===== src/rtl/inst_rom_loader_pkg.sv =====
// Shared types and constants for the instruction ROM boot loader.
// Holds the sequencer state encoding and the word/byte address helper.
package inst_rom_loader_pkg;

    typedef enum logic [2:0] {
        ST_IDLE  = 3'd0,
        ST_HDR   = 3'd1,
        ST_LOAD  = 3'd2,
        ST_WRITE = 3'd3,
        ST_RUN   = 3'd4,
        ST_ERR   = 3'd5
    } state_e;

    // Returned by the ROM for fetches beyond the loaded image; never written here.
    localparam logic [31:0] NOP_INST = 32'h0000_0013;

    function automatic logic [31:0] word_byte_addr(input logic [31:0] word_idx);
        return word_idx << 2;
    endfunction

endpackage


===== src/rtl/inst_rom_loader_if.sv =====
// Byte stream valid/ready handshake feeding the loader.
// The master is the byte source, the slave is the loader.
interface inst_rom_loader_if;
    logic       byte_valid;
    logic [7:0] byte_data;
    logic       byte_ready;

    modport master (output byte_valid, output byte_data, input byte_ready);
    modport slave  (input byte_valid, input byte_data, output byte_ready);
endinterface


===== src/rtl/inst_rom_loader_byte_packer.sv =====
// Little-endian 4-byte assembler; shared by header and data words.
// word/word_valid are combinational on the 4th byte so the caller can register the word on that edge.
module inst_rom_loader_byte_packer (
    input  logic        clk,
    input  logic        rst,
    input  logic        clear,
    input  logic        byte_en,
    input  logic [7:0]  byte_data,
    output logic [31:0] word,
    output logic        word_valid
);
    logic [23:0] shift_q;
    logic [1:0]  cnt_q;

    always_ff @(posedge clk) begin
        if (rst || clear) begin
            shift_q <= '0;
            cnt_q   <= '0;
        end else if (byte_en) begin
            shift_q <= {byte_data, shift_q[23:8]};
            cnt_q   <= cnt_q + 2'd1;
        end
    end

    // Earlier bytes have drifted down to the low lanes; the live byte is the top one.
    assign word       = {byte_data, shift_q};
    assign word_valid = byte_en && (cnt_q == 2'd3);

endmodule


===== src/rtl/inst_rom_loader.sv =====
// Boot-time sequencer: reads a word-count header and an image from a byte stream,
// writes it to the instruction ROM, then releases the CPU from reset.
module inst_rom_loader
    import inst_rom_loader_pkg::*;
#(
    parameter int MEM_WORDS = 256,
    parameter int CNT_W     = 9
) (
    input  logic               clk,
    input  logic               rst,
    input  logic               start,
    inst_rom_loader_if.slave   stream,
    output logic               rom_write_enable,
    output logic [31:0]        rom_addr,
    output logic [31:0]        rom_inst,
    output logic               cpu_read_enable,
    output logic               cpu_reset,
    output logic               busy,
    output logic               done,
    output logic               error
);
    state_e             state_q, state_d;
    logic [CNT_W-1:0]   word_idx_q, word_idx_d;
    logic [31:0]        n_q, n_d;
    logic [31:0]        rom_addr_q, rom_addr_d;
    logic [31:0]        rom_inst_q, rom_inst_d;

    logic               byte_ready;
    logic               byte_en;
    logic               packer_clear;
    logic [31:0]        word;
    logic               word_valid;
    logic [CNT_W-1:0]   word_idx_inc;
    logic               last_word;

    assign byte_ready        = (state_q == ST_HDR) || (state_q == ST_LOAD);
    assign byte_en           = stream.byte_valid && byte_ready;
    assign stream.byte_ready = byte_ready;

    inst_rom_loader_byte_packer u_packer (
        .clk        (clk),
        .rst        (rst),
        .clear      (packer_clear),
        .byte_en    (byte_en),
        .byte_data  (stream.byte_data),
        .word       (word),
        .word_valid (word_valid)
    );

    assign word_idx_inc = word_idx_q + {{(CNT_W-1){1'b0}}, 1'b1};
    assign last_word    = (32'(word_idx_inc) == n_q);

    always_ff @(posedge clk) begin
        if (rst) begin
            state_q    <= ST_IDLE;
            word_idx_q <= '0;
            n_q        <= '0;
            rom_addr_q <= '0;
            rom_inst_q <= '0;
        end else begin
            state_q    <= state_d;
            word_idx_q <= word_idx_d;
            n_q        <= n_d;
            rom_addr_q <= rom_addr_d;
            rom_inst_q <= rom_inst_d;
        end
    end

    always_comb begin
        state_d      = state_q;
        word_idx_d   = word_idx_q;
        n_d          = n_q;
        rom_addr_d   = rom_addr_q;
        rom_inst_d   = rom_inst_q;
        packer_clear = 1'b0;
        case (state_q)
            ST_IDLE, ST_RUN, ST_ERR: begin
                if (start) begin
                    state_d      = ST_HDR;
                    word_idx_d   = '0;
                    n_d          = '0;
                    packer_clear = 1'b1;
                end
            end
            ST_HDR: begin
                if (word_valid) begin
                    n_d        = word;
                    word_idx_d = '0;
                    if (word == 32'd0)
                        state_d = ST_RUN;
                    else if (word > 32'(MEM_WORDS))
                        state_d = ST_ERR;
                    else
                        state_d = ST_LOAD;
                end
            end
            ST_LOAD: begin
                if (word_valid) begin
                    rom_inst_d = word;
                    rom_addr_d = word_byte_addr(32'(word_idx_q));
                    state_d    = ST_WRITE;
                end
            end
            ST_WRITE: begin
                word_idx_d = word_idx_inc;
                state_d    = last_word ? ST_RUN : ST_LOAD;
            end
            default: state_d = ST_IDLE;
        endcase
    end

    assign rom_write_enable = (state_q == ST_WRITE);
    assign rom_addr         = rom_addr_q;
    assign rom_inst         = rom_inst_q;
    assign cpu_read_enable  = (state_q == ST_RUN);
    assign cpu_reset        = (state_q != ST_RUN);
    assign busy             = (state_q == ST_HDR) || (state_q == ST_LOAD) || (state_q == ST_WRITE);
    assign done             = (state_q == ST_RUN);
    assign error            = (state_q == ST_ERR);

endmodule


===== src/flat_wrapper.sv =====
// flat-port wrapper written by rule: the top's interface ports become plain ports
module inst_rom_loader_flat import inst_rom_loader_pkg::*;
#(
    parameter int MEM_WORDS = 256,
    parameter int CNT_W     = 9
)
  (clk, rst, start, rom_write_enable, rom_addr, rom_inst, cpu_read_enable, cpu_reset, busy, done, error, stream_byte_valid, stream_byte_data, stream_byte_ready);
  inst_rom_loader_if stream_i ();
  input  logic clk;
  input  logic rst;
  input  logic start;
  output logic rom_write_enable;
  output logic [31:0] rom_addr;
  output logic [31:0] rom_inst;
  output logic cpu_read_enable;
  output logic cpu_reset;
  output logic busy;
  output logic done;
  output logic error;
  input wire logic [$bits(stream_i.byte_valid)-1:0] stream_byte_valid;
  input wire logic [$bits(stream_i.byte_data)-1:0] stream_byte_data;
  output wire logic [$bits(stream_i.byte_ready)-1:0] stream_byte_ready;
  assign stream_i.byte_valid = stream_byte_valid;
  assign stream_i.byte_data = stream_byte_data;
  assign stream_byte_ready = stream_i.byte_ready;
  inst_rom_loader #(.MEM_WORDS(MEM_WORDS), .CNT_W(CNT_W)) u_core (.clk(clk), .rst(rst), .start(start), .stream(stream_i), .rom_write_enable(rom_write_enable), .rom_addr(rom_addr), .rom_inst(rom_inst), .cpu_read_enable(cpu_read_enable), .cpu_reset(cpu_reset), .busy(busy), .done(done), .error(error));
endmodule

===== config.mk =====
export PLATFORM = sky130hd
export DESIGN_NAME = inst_rom_loader_flat
export DESIGN_NICKNAME = d
export VERILOG_FILES = /design/src/rtl/inst_rom_loader_pkg.sv /design/src/rtl/inst_rom_loader_if.sv /design/src/rtl/inst_rom_loader_byte_packer.sv /design/src/rtl/inst_rom_loader.sv /design/src/flat_wrapper.sv
export SDC_FILE = /design/constraint.sdc
export NUM_CORES = 1
export LEC_CHECK = 0
export CAP_MARGIN = 10
export CORE_ASPECT_RATIO = 2
export CORE_MARGIN = 8
export CORE_UTILIZATION = 25
export CTS_BUF_LIST = sky130_fd_sc_hd__clkbuf_4 sky130_fd_sc_hd__clkbuf_8
export CTS_CLUSTER_SIZE = 40
export DETAILED_ROUTE_END_ITERATION = 8
export GPL_TIMING_DRIVEN = 0
export MAX_ROUTING_LAYER = met4
export PLACE_DENSITY = 0.52
export SETUP_SLACK_MARGIN = 0.3
export SLEW_MARGIN = 10
export SYNTH_ARGS = -nofsm -noshare
export SYNTH_HDL_FRONTEND = slang
export SYNTH_SLANG_ARGS = --single-unit

===== constraint.sdc =====
create_clock -name clk -period 1.8 [get_ports clk]
set_input_delay 0.36 -clock clk [delete_from_list [all_inputs] [get_ports clk]]
set_output_delay 0.36 -clock clk [all_outputs]
set_load 0.05 [all_outputs]

==> results of run 1 <==
-- final timing paths --
path / startpoint / end / slack [ns] / depth (start not counted)
max reg2reg: u_core.word_idx_q[6]$_SDFFE_PP0P_ / u_core.state_q[1]$_SDFFE_PP0P_ / -0.19 / 7
max: u_core.word_idx_q[6]$_SDFFE_PP0P_ / u_core.state_q[1]$_SDFFE_PP0P_ / -0.19 / 7
min: u_core.n_q[15]$_SDFFE_PP0P_ / u_core.n_q[15]$_SDFFE_PP0P_ / 0.46 / 2
min reg2reg: u_core.n_q[15]$_SDFFE_PP0P_ / u_core.n_q[15]$_SDFFE_PP0P_ / 0.46 / 2
-- routing by layer --
metal / part of all wire [%] / global-route usage, % / routed length, µm / vias to the layer above
met5: 0 / - / 0 / -
met4: 6.5 / 8.70 / 1110 / 0
met3: 2.9 / 2.38 / 485 / 60
met2: 57 / 26.9 / 9670 / 107
met1: 34 / 12.2 / 5720 / 2270
li1: - / - / - / 2273
-- registers in the layout, summed over array words and instances (netlist names) --
name / flops
u_core.rom_addr: 9
u_core.state_q: 3
u_core.u_packer.shift_q: 24
u_core.word_idx_q: 9
u_core.rom_inst: 32
u_core.n_q: 32
u_core.u_packer.cnt_q: 2
-- cells by family after synthesis --
group / synth area share, %
muxes: 5.29
and+or+nand+nor: 24.4
AOI/OAI and AO/OA: 12.7
xor gates and xnor gates: 2.22
other: 0.0793
buffers and inverters: 7.85
adders and majority gates: 0.529
DFF: 47.0
-- repair_timing --
item,in CTS,in global routing
resized for setup,396,258
pin swaps,25,102
setup endpoints to repair,159,144
buffers inserted,39,21
cloned,7,5
-- per-stage QoR --
stage / utilization (%) / setup slack, ns
global placement: 31.4 / -0.812
CTS: 38.5 / -0.199
floorplan: - / 0.0116
finish: 43.7 / -0.194
global route: 43.7 / -0.262
detailed placement: 31.4 / -0.815
-- cell usage in the layout (no fill, tap or decap), types with 7 or more instances in the layout --
master / count
buf_12: 7
nor2_1: 41
clkbuf_2: 10
clkbuf_8: 11
clkbuf_16: 10
buf_6: 35
a21oi_1: 17
nand3_4: 12
nor4_1: 10
dfxtp_1: 97
buf_2: 40
nand2_1: 61
nand3_2: 20
nand2_2: 15
mux2i_1: 25
nand2_4: 49
conb_1: 23
nand3_1: 7
clkdlybuf4s50_1: 10
a21oi_2: 70
dfxtp_2: 8
buf_4: 52
buf_8: 19
-- worst reg2reg max path, cell delays in order, from the launching register on --
cell and delay, ns:
dfxtp_2 0.33, buf_6 0.13, xor2_2 0.18, a22o_1 0.19
or4_4 0.55, nor4_4 0.24, a311o_1 0.21, o21ai_1 0.06
-- report_power, final --
part | switching (mW) | internal [mW] | total (mW)
Combinational | 0.391 | 0.262 | 0.653
Clock | 0.910 | 0.973 | 1.88
Sequential | 0.0221 | 2.46 | 2.48
-- layout make-up --
type | count | area share, %
Inverter | 4 | 0.276
Clock inverter | 6 | 1.43
Sequential cell | 111 | 27.7
Clock buffer | 10 | 1.69
Tap cell | 219 | 3.36
Multi-Input combinational cell | 430 | 41.8
Buffer | 63 | 7.94
Timing Repair Buffer | 131 | 15.8
==> run_results.csv, run 1 <==
group,metric,value,unit
run_status,status,"finished, violations left",
run_status,violations,"setup timing",
power_and_ir_drop,p_leak,3.21,nW
layout,area_delta_synth_final,72.3,%
cts,htreeDepth,3,
logic_synthesis,yosysSeqAreaShare,47.0,%
placement,dp_cells,886,
route,routed_wl,17.0,mm
cts,numCtsBuffers,9,
route,vias,4710,
timing,finalHoldViolCount,0,
placement,io_buffers,59,
timing,period_share,111,%
logic_synthesis,synth_edf_count,0,
route,firstDrtPassIters,4,
worst_setup_path,worstPathCellList,"buf_6 > xor2_2 > a22o_1 > or4_4 > nor4_4 > a311o_1 > o21ai_1",
min_path,min_path_type,"reg -> reg",
logic_synthesis,ys_ff_latch,111,
worst_setup_path,critPathRequiredTime,2.09,ns
logic_synthesis,synth_most_common_cell,"nand2_1",
global_routing,grt_pass1_wl,25.1,mm
route,postRouteAntennaNets,0,
worst_setup_path,crit_buf_inv,1,
floorplanning,dieArea,23800,µm²
power_and_ir_drop,ir_drop,307,µV
timing,worst_slew_pin_slew,0.659,ns
cts,cts_hold_buf,0,
layout,n_fill_cell,1810,
worst_setup_path,critPathMaxFanout,7,
logic_synthesis,synthTopCellsByArea,"dfxtp_1 47%, nand2_1 9.9%, a21oi_1 9.3%",
worst_setup_path,slowest_delay,0.55,ns
cts,clock_sinks,111,
worst_setup_path,worstPathArrival,2.29,ns
cts,root_buffer,"clkbuf_8",
cts,clkLatencyLatePin,0.40,ns
timing,slew_viol_final,0,
global_routing,grt_max_degree,19,
logic_synthesis,ys.flop_type,"dfxtp_1",
floorplanning,io-pin-count,83,
timing,fin_hold_ws,0.461,ns
timing,max_freq,0.502,GHz
logic_synthesis,yosys.area.top_type,"dfxtp_1",
timing,worst_slack,-0.194,ns
logic_synthesis,synthArstFlopShare,0,%
layout,multi_input_area,3410,µm²
timing,finalCriticalPeriod,1.99,ns
layout,drive_above_1_share,55.2,%
cts,clk_pin_slew_worst_paths,0.11,ns
route,first_iter_violations,171,
cts,cts_buffer_depth,2,
timing,grt_setup_unrepaired,"yes",
logic_synthesis,yosys_warnings,0,
floorplanning,die_width,113,µm
global_routing,gr-total-overflow,0,
job,drv_cap,0,
layout,regArea,2250,µm²
global_routing,grt_usage,14.0,%
worst_setup_path,criticalPathCategory,"reg -> reg",
timing,slew_headroom,56.1,%
worst_setup_path,cp-end-kind,"flop",
worst_setup_path,worst_setup_path_start_kind,"flop",
cts,cts_tree,"built",
floorplanning,die_y,211,µm
logic_synthesis,synth_top_area_share,47.0,%
timing,finalSetupViolations,5,
route,avgViaCountPerCell,4.84,
layout,final_area,8150,µm²
layout,nets,764,
layout,final_cells,974,
timing,clock_skew,0.0200,ns
logic_synthesis,ys_types,46,
route,wl_per_cell,17.4,µm
layout,n_antenna_cell,0,
floorplanning,fp-row-count,71,
global_routing,grt_pass1_vias,4598,
power_and_ir_drop,powerDensity,616,nW/µm²
worst_setup_path,slowest_stage,"or4_4",
logic_synthesis,syn_area_per_cell,8.07,µm²
floorplanning,core_area,18700,µm²
floorplanning,start_util,25.4,%
placement,place_congestion,0.882,
logic_synthesis,syn_area,4730,µm²
placement,placed_area,5850,µm²
logic_synthesis,syn_inst,586,
placement,hpwl,11.2,mm
logic_synthesis,ys_top_cells_by_count,"125 x nand2_1, 111 x dfxtp_1, 88 x a21oi_1",
route,drc,0,
timing,fin_tns_setup,-0.803,ns
worst_setup_path,crit_family,"simple AND/OR/NAND/NOR gates",
global_routing,antenna_found_initial,0,
power_and_ir_drop,finalPower,5.02,mW
Power figures use the tool's default switching activity.
==> inputs of run 2 (changes only) <==
Settings changed: CORE_ASPECT_RATIO 2 to default.
==> run_results.csv, run 2 (same netlist as run 1, synthesis figures left out) <==
group,metric,value,unit
timing,period_share,110,%
placement,dp_cells,901,
timing,grt_setup_unrepaired,"yes",
floorplanning,io-pin-count,83,
global_routing,grt_usage,12.8,%
timing,slew_headroom,50.7,%
cts,cts_hold_buf,0,
cts,root_buffer,"clkbuf_8",
timing,worst_slew_pin_slew,0.739,ns
timing,slew_viol_final,0,
route,firstDrtPassIters,4,
layout,area_delta_synth_final,66.5,%
power_and_ir_drop,ir_drop,383,µV
floorplanning,fp-row-count,50,
global_routing,grt_pass1_vias,4465,
cts,clk_pin_slew_worst_paths,0.11,ns
cts,cts_buffer_depth,2,
placement,hpwl,9.93,mm
worst_setup_path,worstPathArrival,2.28,ns
route,avgViaCountPerCell,4.74,
timing,clock_skew,0.0130,ns
run_status,status,"finished, violations left",
layout,nets,745,
placement,placed_area,5870,µm²
layout,final_cell_mix,"97 x dfxtp_1, 70 x a21oi_2, 67 x nand2_1",
layout,drive_above_1_share,52.8,%
global_routing,grt_pass1_wl,23.8,mm
worst_setup_path,worst_setup_path_start_kind,"flop",
layout,final_cells,969,
timing,finalHoldViolCount,0,
floorplanning,die_y,154,µm
worst_setup_path,critPathRequiredTime,2.09,ns
worst_setup_path,worstPathCellList,"ha_4 > xnor2_1 > nand4_1 > or4_4 > nor4_4 > a311o_1 > o21ai_1",
timing,fin_hold_ws,0.335,ns
floorplanning,die_width,154,µm
layout,final_area,7880,µm²
cts,clock_sinks,111,
route,postRouteAntennaNets,0,
layout,final_common_cell,"dfxtp_1",
global_routing,antenna_found_initial,0,
power_and_ir_drop,finalPower,4.55,mW
worst_setup_path,slowest_stage,"or4_4",
cts,numCtsBuffers,9,
layout,n_antenna_cell,0,
cts,cts_tree,"built",
power_and_ir_drop,p_leak,3.01,nW
job,drv_cap,0,
worst_setup_path,slowest_delay,0.44,ns
worst_setup_path,critPathMaxFanout,5,
cts,clkLatencyLatePin,0.39,ns
min_path,min_path_type,"in -> reg",
worst_setup_path,cp-end-kind,"flop",
power_and_ir_drop,powerDensity,577,nW/µm²
route,first_iter_violations,201,
placement,place_congestion,0.770,
route,wl_per_cell,16.2,µm
worst_setup_path,criticalPathCategory,"reg -> reg",
global_routing,grt_max_degree,19,
cts,htreeDepth,3,
timing,worst_slack,-0.185,ns
run_status,violations,"setup timing",
floorplanning,core_area,18600,µm²
timing,finalCriticalPeriod,1.98,ns
global_routing,gr-total-overflow,0,
route,vias,4594,
placement,io_buffers,59,
timing,max_freq,0.504,GHz
floorplanning,start_util,25.4,%
timing,finalSetupViolations,5,
floorplanning,dieArea,23600,µm²
route,drc,0,
layout,final_core_util,42.2,%
route,routed_wl,15.7,mm
## run 2: worst paths after layout
kind              slack [ns]                              to                         startpoint  cells past startpoint
setup / recovery       -0.18  u_core.state_q[1]$_SDFFE_PP0P_  u_core.word_idx_q[1]$_SDFFE_PP0P_                      7
setup reg to reg       -0.18  u_core.state_q[1]$_SDFFE_PP0P_  u_core.word_idx_q[1]$_SDFFE_PP0P_                      7
hold / removal          0.34     u_core.n_q[25]$_SDFFE_PP0P_                stream_byte_data[1]                      3
hold reg to reg         0.46     u_core.n_q[11]$_SDFFE_PP0P_        u_core.n_q[11]$_SDFFE_PP0P_                      2
## run 2: power breakdown
| part | switching (mW) | total, mW | internal (mW) | leakage, nW |
|---|---|---|---|---|
| Sequential | 0.0198 | 2.49 | 2.47 | 0.903 |
| Combinational | 0.384 | 0.649 | 0.265 | 2.02 |
| Clock | 0.903 | 1.41 | 0.511 | 0.0917 |
| Total | 1.31 | 4.55 | 3.24 | 3.01 |
## run 2: repair_timing
action	CTS	global route
gates resized for setup	362	281
pin swaps	42	100
gates cloned	8	5
endpoints found under the setup margin	159	145
setup buffers	28	13
## run 2: final cells by class
cell class,count,area (µm²)
inverter,4,22.5
sequential,111,2250
clock buffer,9,124
tap,234,293
clock inverter,6,45.0
buffer,62,646
multi-input combinational,430,3340
fill,1824,10800
timing repair buffer,113,1160
## run 2: critical path: cells and delay by family (launching register included)
family | cells | cell delay, ns
compound gates | 2 | 0.28
flops | 1 | 0.42
xor+xnor | 1 | 0.21
fa+ha+maj | 1 | 0.23
simple gates | 3 | 0.76
## run 2: metal layers
metal	wire length [µm]	up-vias	part of all wire [%]	track usage, %
met5	0	-	0	-
met4	189	0	1.2	4.29
met3	581	17	3.7	2.69
met2	7500	84	48	19.8
met1	7400	2253	47	16.4
li1	-	2240	-	-
## run 2: per-stage QoR
stage | setup WS, ns | TNS [ns]
finish | -0.185 | -0.579
global route | -0.231 | -1.51
CTS | -0.133 | -0.490
detailed placement | -1.02 | -62.49
global placement | -1.06 | -64.61
floorplan | 0.0116 | 0
==> inputs of run 3 (changes only) <==
Settings changed: PLACE_DENSITY 0.52 to 0.51, TNS_END_PERCENT from default to 100.
Clock period 1.8 ns to 2.3 ns, I/O delays scaled along.
==> run_results.csv, run 3 (same netlist as run 1, synthesis figures left out) <==
group,metric,value,unit
timing,fin_tns_setup,0,ns
worst_setup_path,crit_buf_inv,4,
worst_setup_path,r2r-end,"u_core.state_q[1]$_SDFFE_PP0P_",
placement,io_buffers,59,
min_path,hold-path-cell-count,2,
min_path,min_path_type,"reg -> reg",
timing,worst_slew_pin_slew,0.575,ns
placement,placed_area,5710,µm²
worst_setup_path,reg2reg_from,"u_core.word_idx_q[0]$_SDFFE_PP0P_",
timing,grt_setup_unrepaired,"yes",
cts,htreeDepth,3,
worst_setup_path,crit_family,"buffers and inverters",
global_routing,grt_pass1_wl,22.2,mm
worst_setup_path,r2r_slack,0.29,ns
job,drv_cap,0,
cts,root_buffer,"clkbuf_8",
min_path,whs_endpoint,"u_core.n_q[11]$_SDFFE_PP0P_",
timing,clock_skew,0.0139,ns
placement,place_congestion,0.805,
global_routing,grt_usage,11.9,%
worst_setup_path,slowest_delay,0.40,ns
layout,final_area,6150,µm²
layout,n_antenna_cell,0,
floorplanning,die_width,154,µm
timing,finalSetupViolations,0,
route,first_iter_violations,300,
worst_setup_path,critPathMaxFanout,8,
floorplanning,core_area,18600,µm²
timing,worst_slack,0.280,ns
cts,clock_sinks,111,
placement,pre_cts_slack,-0.704,ns
route,avgViaCountPerCell,4.55,
layout,area_delta_synth_final,30.0,%
cts,cts_buffer_depth,2,
timing,finalHoldViolCount,0,
power_and_ir_drop,powerDensity,585,nW/µm²
cts,cts_tree,"built",
timing,slew_viol_final,0,
floorplanning,fp-row-count,50,
worst_setup_path,worst_setup_path_start_kind,"flop",
worst_setup_path,critPathRequiredTime,1.84,ns
cts,clk_pin_slew_worst_paths,0.10,ns
min_path,hp-start,"u_core.n_q[11]$_SDFFE_PP0P_",
floorplanning,io-pin-count,83,
worst_setup_path,worstPathArrival,1.56,ns
worst_setup_path,r2r_cells,7,
route,firstDrtPassIters,4,
global_routing,grt_pass1_vias,4177,
route,wl_per_cell,14.7,µm
route,routed_wl,13.6,mm
placement,dp_cells,901,
route,drc,0,
cts,cts_hold_buf,0,
run_status,status,"finished clean",
layout,final_cell_mix,"125 x nand2_1, 100 x dfxtp_1, 86 x a21oi_1",
power_and_ir_drop,ir_drop,302,µV
worst_setup_path,slowest_stage,"or3b_4",
layout,nets,697,
layout,final_cells,922,
layout,drive_above_1_share,16.1,%
layout,final_common_cell,"nand2_1",
worst_setup_path,criticalPathCategory,"reg -> out",
floorplanning,die_y,154,µm
route,vias,4194,
power_and_ir_drop,p_leak,2.39,nW
timing,slew_headroom,61.5,%
cts,clkLatencyLatePin,0.39,ns
timing,finalCriticalPeriod,2.02,ns
worst_setup_path,cp-end-kind,"output pin",
floorplanning,start_util,25.4,%
timing,period_share,87.8,%
worst_setup_path,worstPathCellList,"buf_6 > or3b_4 > clkinvlp_4 > buf_6 > buf_8",
timing,fin_hold_ws,0.456,ns
placement,hpwl,9.81,mm
global_routing,antenna_found_initial,0,
global_routing,gr-total-overflow,0,
route,postRouteAntennaNets,0,
global_routing,grt_max_degree,19,
floorplanning,dieArea,23600,µm²
cts,numCtsBuffers,9,
worst_setup_path,cp_common_cell,"buf_6",
timing,max_freq,0.495,GHz
==> run 3: cell count changes in the layout (fill, tap and decap cells not counted), sizes merged <==
cell           before  now
clkbuf             32   41
inv                 5    4
clkinv              3    2
dlygate4sd2         1   41
buf               141   43
dlymetal6s2s        4    0
bufinv              0    2
clkdlybuf4s15       0    1
clkdlybuf4s50       6   11
==> run 3: what timing repair did <==
action	4_1_cts	5_1_grt
setup endpoints to repair	128	74
setup buffers	2	3
pin swaps	8	6
cloned	0	0
resized for setup	114	39
==> run 3: stage by stage <==
stage	power, mW	utilization [%]
after floorplan	2.22	-
after global placement	2.30	30.6
after detailed placement	2.30	30.6
after CTS	3.64	32.4
after global routing	3.74	33.0
final	3.59	33.0
==> run 3: layer usage <==
| layer | global-route usage [%] | part of all wire, % | vias up |
|---|---|---|---|
| met2 | 18.0 | 44 | 106 |
| met4 | 3.17 | 1.9 | 0 |
| li1 | - | - | 2142 |
| met5 | - | 0 | - |
| met3 | 3.95 | 5.6 | 16 |
| met1 | 15.0 | 49 | 1930 |
==> run 3: worst max path at each step <==
stage / depth (start not counted) / startpoint / end
2_1_floorplan: 4 / u_core.state_q[1]$_SDFFE_PP0P_ / done
3_3_place_gp: 6 / stream_byte_valid / u_core.rom_inst[30]$_SDFFE_PP0P_
3_5_place_dp: 6 / stream_byte_valid / u_core.rom_inst[30]$_SDFFE_PP0P_
4_1_cts: 6 / u_core.n_q[15]$_SDFFE_PP0P_ / u_core.state_q[1]$_SDFFE_PP0P_
5_1_grt: 5 / u_core.state_q[0]$_SDFFE_PP0P_ / done
6_report: 5 / u_core.state_q[0]$_SDFFE_PP0P_ / done
==> run 3: report_power, final <==
group | internal [mW] | leakage [nW] | switching [mW] | total [mW]
logic | 0.0944 | 1.38 | 0.227 | 0.321
clock network | 0.634 | 0.112 | 0.699 | 1.33
registers | 1.93 | 0.901 | 0.0128 | 1.94
==> run 3: layout make-up <==
class,instances,area [µm²]
multi-input combinational,430,2380
fill,1983,12500
sequential,111,2250
timing repair buffer,64,583
inverter,4,21.3
tap,234,293
buffer,63,398
clock inverter,6,92.6
clock buffer,10,131
==> run 3: worst register-to-register path, stage by stage, from the launching register on <==
cell and delay (ns):
dfxtp_4 0.39, ha_4 0.25, xnor2_2 0.14, nand4_1 0.11
or4_4 0.57, nor4_4 0.19, a311o_1 0.21, o21ai_1 0.06
